[src/rtl/multicycle_control_fsm.sv]
// multicycle_control_fsm
//   Control sequencer for the 16-bit multicycle RISC datapath. It takes the
//   opcode the datapath exports and walks each instruction through
//   FETCH -> DECODE -> EXEC [-> MEM] [-> WB], driving the datapath strobes.
//   Data memory may take several cycles: MEM holds its request until
//   mem_ready, and traps if memory stays silent for MEM_TIMEOUT cycles.
//
//   Optional build macro: CTRL_PERF_CNT_EN adds retired/stall counters.
//
// Ports:
//   clk, rst        rising-edge clock, asynchronous active-high reset
//   opcode[3:0]     instr[15:12], sampled only in DECODE
//   mem_ready       data memory completes the access this cycle
//   ir_load, pc_en  instruction-register load, PC update (retire)
//   jump, beq, bne  PC-source controls
//   mem_req, mem_read, mem_write   data memory request and direction
//   alu_src, reg_dst, mem_to_reg, reg_write, alu_op[1:0]  datapath muxes
//   state[2:0]      current state (debug)
//   trap            sticky illegal-opcode / memory-timeout flag
//   retired_cnt, stall_cnt [31:0]  only with CTRL_PERF_CNT_EN
module multicycle_control_fsm #(
  parameter int MEM_TIMEOUT = 16,
  parameter int TO_W        = 8
) (
  input  logic       clk,
  input  logic       rst,
  input  logic [3:0] opcode,
  input  logic       mem_ready,
  output logic       ir_load,
  output logic       pc_en,
  output logic       jump,
  output logic       beq,
  output logic       bne,
  output logic       mem_req,
  output logic       mem_read,
  output logic       mem_write,
  output logic       alu_src,
  output logic       reg_dst,
  output logic       mem_to_reg,
  output logic       reg_write,
  output logic [1:0] alu_op,
  output logic [2:0] state,
  output logic       trap
`ifdef CTRL_PERF_CNT_EN
  ,
  output logic [31:0] retired_cnt,
  output logic [31:0] stall_cnt
`endif
);

  typedef enum logic [2:0] {
    S_IDLE   = 3'd0,
    S_FETCH  = 3'd1,
    S_DECODE = 3'd2,
    S_EXEC   = 3'd3,
    S_MEM    = 3'd4,
    S_WB     = 3'd5,
    S_TRAP   = 3'd6
  } state_t;

  localparam logic [3:0] OP_LW  = 4'h0;
  localparam logic [3:0] OP_SW  = 4'h1;
  localparam logic [3:0] OP_BEQ = 4'hB;
  localparam logic [3:0] OP_BNE = 4'hC;
  localparam logic [3:0] OP_J   = 4'hD;

  state_t          cur_state;
  state_t          next_state;
  logic [3:0]      opcode_q;
  logic [TO_W-1:0] to_cnt;
  logic            is_rtype_q;
  logic            is_lw_q;
  logic            is_sw_q;
  logic            is_illegal;
  logic            mem_timeout;

  assign is_rtype_q = (opcode_q >= 4'h2) && (opcode_q <= 4'h9);
  assign is_lw_q    = (opcode_q == OP_LW);
  assign is_sw_q    = (opcode_q == OP_SW);
  // DECODE judges the live opcode, since opcode_q is only written on that edge
  assign is_illegal = (opcode == 4'hA) || (opcode == 4'hE) || (opcode == 4'hF);

  // The timeout fires in the MEM cycle whose stall would bring the count to
  // MEM_TIMEOUT; a ready in that same cycle still completes the access.
  generate
    if (MEM_TIMEOUT != 0) begin : g_timeout
      assign mem_timeout = !mem_ready && (to_cnt == TO_W'(MEM_TIMEOUT - 1));
    end else begin : g_no_timeout
      assign mem_timeout = 1'b0;
    end
  endgenerate

  // State, latched opcode and wait-state counter
  always_ff @(posedge clk or posedge rst) begin
    if (rst) begin
      cur_state <= S_IDLE;
      opcode_q  <= 4'h0;
      to_cnt    <= '0;
    end else begin
      cur_state <= next_state;
      if (cur_state == S_DECODE) begin
        opcode_q <= opcode;
      end
      // Held at zero outside MEM so every MEM visit starts from a clean count
      if (cur_state != S_MEM) begin
        to_cnt <= '0;
      end else if (!mem_ready) begin
        to_cnt <= to_cnt + TO_W'(1);
      end
    end
  end

  // Next-state and strobe decode from registered state and opcode_q
  always_comb begin
    next_state = cur_state;
    ir_load    = 1'b0;
    pc_en      = 1'b0;
    jump       = 1'b0;
    beq        = 1'b0;
    bne        = 1'b0;
    mem_req    = 1'b0;
    mem_read   = 1'b0;
    mem_write  = 1'b0;
    alu_src    = 1'b0;
    reg_dst    = 1'b0;
    mem_to_reg = 1'b0;
    reg_write  = 1'b0;
    alu_op     = 2'b00;
    trap       = 1'b0;
    case (cur_state)
      S_IDLE: next_state = S_FETCH;
      S_FETCH: begin
        ir_load    = 1'b1;
        next_state = S_DECODE;
      end
      S_DECODE: next_state = is_illegal ? S_TRAP : S_EXEC;
      S_EXEC: begin
        if (is_rtype_q) begin
          reg_dst    = 1'b1;
          next_state = S_WB;
        end else begin
          case (opcode_q)
            OP_LW, OP_SW: begin
              alu_op     = 2'b10;
              alu_src    = 1'b1;
              next_state = S_MEM;
            end
            OP_BEQ: begin
              alu_op     = 2'b01;
              beq        = 1'b1;
              pc_en      = 1'b1;
              next_state = S_FETCH;
            end
            OP_BNE: begin
              alu_op     = 2'b01;
              bne        = 1'b1;
              pc_en      = 1'b1;
              next_state = S_FETCH;
            end
            OP_J: begin
              jump       = 1'b1;
              pc_en      = 1'b1;
              next_state = S_FETCH;
            end
            default: next_state = S_TRAP;
          endcase
        end
      end
      S_MEM: begin
        mem_req   = 1'b1;
        alu_op    = 2'b10;
        alu_src   = 1'b1;
        mem_read  = is_lw_q;
        mem_write = is_sw_q;
        if (mem_ready) begin
          // A store retires in its completing MEM cycle; a load still writes back
          pc_en      = is_sw_q;
          next_state = is_sw_q ? S_FETCH : S_WB;
        end else if (mem_timeout) begin
          next_state = S_TRAP;
        end
      end
      S_WB: begin
        reg_write  = 1'b1;
        pc_en      = 1'b1;
        mem_to_reg = is_lw_q;
        reg_dst    = !is_lw_q;
        next_state = S_FETCH;
      end
      S_TRAP: trap = 1'b1;
      default: next_state = S_IDLE;
    endcase
  end

  assign state = cur_state;

`ifdef CTRL_PERF_CNT_EN
  // Counters stop by themselves in TRAP: no pc_en and no MEM cycles there
  always_ff @(posedge clk or posedge rst) begin
    if (rst) begin
      retired_cnt <= 32'd0;
      stall_cnt   <= 32'd0;
    end else begin
      if (pc_en) begin
        retired_cnt <= retired_cnt + 32'd1;
      end
      if ((cur_state == S_MEM) && !mem_ready) begin
        stall_cnt <= stall_cnt + 32'd1;
      end
    end
  end
`endif

endmodule

[config.mk]
export PLATFORM = sky130hd
export DESIGN_NAME = multicycle_control_fsm
export DESIGN_NICKNAME = d
export VERILOG_FILES = /design/src/rtl/multicycle_control_fsm.sv
export SDC_FILE = /design/constraint.sdc
export NUM_CORES = 1
export LEC_CHECK = 0
export CORE_MARGIN = 3
export CORE_UTILIZATION = 43
export DETAILED_ROUTE_END_ITERATION = 16
export GPL_TIMING_DRIVEN = 0
export PLACE_DENSITY = 0.74
export SYNTH_ARGS = -nofsm -noshare
export SYNTH_HDL_FRONTEND = slang
export SYNTH_SLANG_ARGS = --single-unit
export TNS_END_PERCENT = 100
[constraint.sdc]
create_clock -name clk -period 1.7 [get_ports clk]
set_clock_uncertainty 0.1 [all_clocks]
set_input_delay 0.34 -clock clk [delete_from_list [all_inputs] [get_ports clk]]
set_output_delay 0.34 -clock clk [all_outputs]
set_load 0.005 [all_outputs]
==> flow_summary.ini <==
[place]
place_hpwl_mm = 1.66
detailed_place.area_mm2 = 0.00124
gp_congestion = 0.791
placement.setup.worst_slack_ns = -0.598
port_buffer_count = 23

[timing]
setup-violations-final = 15
hold_violations = 0
slew_violations = 0
layout_setup_ws_ns = -0.359
finalCriticalPeriod_ns = 2.06
worst_slew_pin_slew_ns = 0.591
rsz0062_at_grt = yes
worst_slew_margin_rel_pct = 60.6
fmax_ghz = 0.486
timing.final.crit_share_pct = 121

[clocking]
clk_pin_slew_worst_paths_ns = 0.10
tritoncts.num_buffers = 3
cts_tree = built
cts.path.max_buffers = 2
htree_num_levels = 1
cts_num_sinks = 15
cts_root_buf = sky130_fd_sc_hd__clkbuf_4
worstSkewPairLatency_ns = 0.29

[floorplan]
chipHeight_um = 53.7
floorplan.initialDensity_pct = 47.4
rows = 16
die_width_um = 53.7
fp.dieArea_mm2 = 0.00288
core_area_mm2 = 0.00206
floorplan.io_pins = 25

[global_routing]
antenna_found_initial = 0
grt_start_max_net_pins = 16
grt.overflow.total = 0
grt_pass1_wl_mm = 4.39
global_route.usage.total_pct = 21.3
grt_pass1_vias = 942

[yosys]
ys_async_sr_fraction_pct = 100
syn-instance-count = 107
mappedNetlistArea_um2 = 977
synth_cell_type_count = 38
ys_seq_area_share_pct = 38.4
synth.area.top_cells = sky130_fd_sc_hd__dfrtp_1, sky130_fd_sc_hd__a21oi_1, sky130_fd_sc_hd__o21ai_0, sky130_fd_sc_hd__nor2_1, sky130_fd_sc_hd__mux2_2
post-synth-top-area-fraction_pct = 38.4
synth_largest_area_cell = sky130_fd_sc_hd__dfrtp_1
synth_fp_nets = 115
synth-edff-count = 0
synthesized_area_per_cell_um2 = 9.13
synth_seq_cells = 15
primary_flip_flop_cell_chosen_by_synthesis_mapping = sky130_fd_sc_hd__dfrtp_1
synthesis.yosys.warnings = 0

[pwr]
power.density_mw_per_mm2 = 1600
cellLeakagePower_nw = 0.767
total_power_mw = 2.52
irDropWorstVdd_mv = 1.16

[route]
drt-wirelength-per-cell_um = 16.5
drt_drc_violations_left = 0
route.antenna.remaining_nets = 0
wl_final_mm = 3.11
post_drt_via_cell_ratio = 5.42
detailroute.via_count = 1025
initialDrtViolationCount = 23
drt_pre_antenna_iters = 4

[layout]
design_area_mm2 = 0.00158
fillerInstances = 135
n_antenna_cell = 0
drive_above_1_share_pct = 51.2
fin_nets = 171
final_cell_mix = sky130_fd_sc_hd__buf_4, sky130_fd_sc_hd__buf_2, sky130_fd_sc_hd__dfrtp_1
fin_util_pct = 76.6
layout_commonest_cell = sky130_fd_sc_hd__buf_4
layout-area-overhead-vs-synth_pct = 61.6

[setup_path]
critPathRequiredTime_ns = 1.26
start_kind = flop
cp-end-kind = primary output
worstPathArrival_ns = 1.62
critPathSlowestCell = sky130_fd_sc_hd__or3b_4
r2r_setup_slack_ns = 0.02
critical_path_depth = 4
worst-path-buf-inv = 1
regToRegEndpoint = state[0]$_DFFE_PP0P_
worstRegToRegCells = 6
crit_path_max_incr_delay_ns = 0.44
path_cells = or3b_4 -> o31a_1 -> o21ai_2 -> buf_2
critPathMaxFanout = 3
path_delay_family = simple AND/OR/NAND/NOR gates
worst_r2r_startpoint = state[1]$_DFFE_PP0P_
critPathKind = reg -> out

[run_status]
violations = setup timing
run_status = finished, violations left

[job]
cap_violations = 0

[min_path]
holdCritPathClass = in -> async
-- repair_timing --
item	in CTS	in global routing
hold buffers	0	0
setup buffers	18	13
gates cloned	0	0
endpoints found under the setup margin	15	23
endpoints found under the hold margin	0	0
gates resized for setup	86	22
pin swaps	8	13
-- sequential cells by signal (all words and copies together), names as in the netlist --
| name | cells |
|---|---|
| opcode_q | 4 |
| state | 3 |
| to_cnt | 8 |
-- cells in the mapped netlist (all sizes together), types with 2 or more instances --
cell type and instances:
buf 5, nand4 2, mux2 3, xnor2 2, or3 4, inv 6, xor2 2, clkbuf 2
o21ai 8, a21oi 9, and4b 2, mux2i 2, nor3 3, a221o 2, and3 3, nor3b 2
nand2 6, nand3 3, nor2b 2, nand3b 3, nor2 9, dfrtp 15
-- how the worst max path moves through the flow --
stage,endpoint,startpoint
2_1_floorplan,pc_en,state[0]$_DFFE_PP0P_
3_3_place_gp,alu_src,state[0]$_DFFE_PP0P_
3_5_place_dp,alu_src,state[1]$_DFFE_PP0P_
4_1_cts,pc_en,opcode_q[1]$_DFFE_PP0P_
5_1_grt,pc_en,state[1]$_DFFE_PP0P_
6_report,pc_en,state[0]$_DFFE_PP0P_
-- worst reg2reg max path: stages (launching register included) --
cell and delay (ns):
sky130_fd_sc_hd__dfrtp_1 0.42, sky130_fd_sc_hd__buf_6 0.13, sky130_fd_sc_hd__buf_6 0.12, sky130_fd_sc_hd__buf_4 0.14
sky130_fd_sc_hd__nand3b_1 0.25, sky130_fd_sc_hd__a21oi_2 0.05, sky130_fd_sc_hd__a221o_2 0.36
-- per-layer routing --
metal | track usage, % | up-vias | routed length (um) | share of wire (%)
met5 | 0 | - | 0 | 0
met4 | 6.81 | 0 | 38 | 1.2
met3 | 3.60 | 6 | 126 | 4.0
met2 | 35.9 | 38 | 1570 | 50
met1 | 27.3 | 486 | 1380 | 44
li1 | - | 495 | - | -
-- stage by stage --
stage / setup TNS [ns] / std cells / hold WS (ns)
after global placement: -5.05 / 157 / 0.435
after detailed placement: -5.33 / 157 / 0.450
final: -3.67 / 189 / 0.304
after CTS: -3.25 / 178 / 0.312
after floorplan: 0 / 107 / 0.141
after global routing: -4.89 / 189 / 0.345
-- power by group --
group,internal [mW],switching (mW),total (mW)
logic,0.972,0.806,1.78
clock network,0.0876,0.132,0.219
registers,0.448,0.0797,0.527
-- cell type report --
class	count	area (um^2)	share of cell area, %
Sequential cell	15	377	23.9
Timing Repair Buffer	53	440	27.9
Clock inverter	1	5.00	0.317
Inverter	6	25.0	1.58
Clock buffer	3	22.5	1.43
Tap cell	27	33.8	2.14
Multi-Input combinational cell	79	623	39.5
Buffer	5	52.6	3.33
-- kinds of logic after synthesis --
family	count (synthesis)	share of synthesized area, %
compound gates	23	17.0
fa+ha+maj	1	1.28
flops	15	38.4
mux	5	5.51
buf+inv	13	6.27
simple gates	46	27.9
xor+xnor	4	3.59
Note: power is estimated with default switching activity, not from simulation.
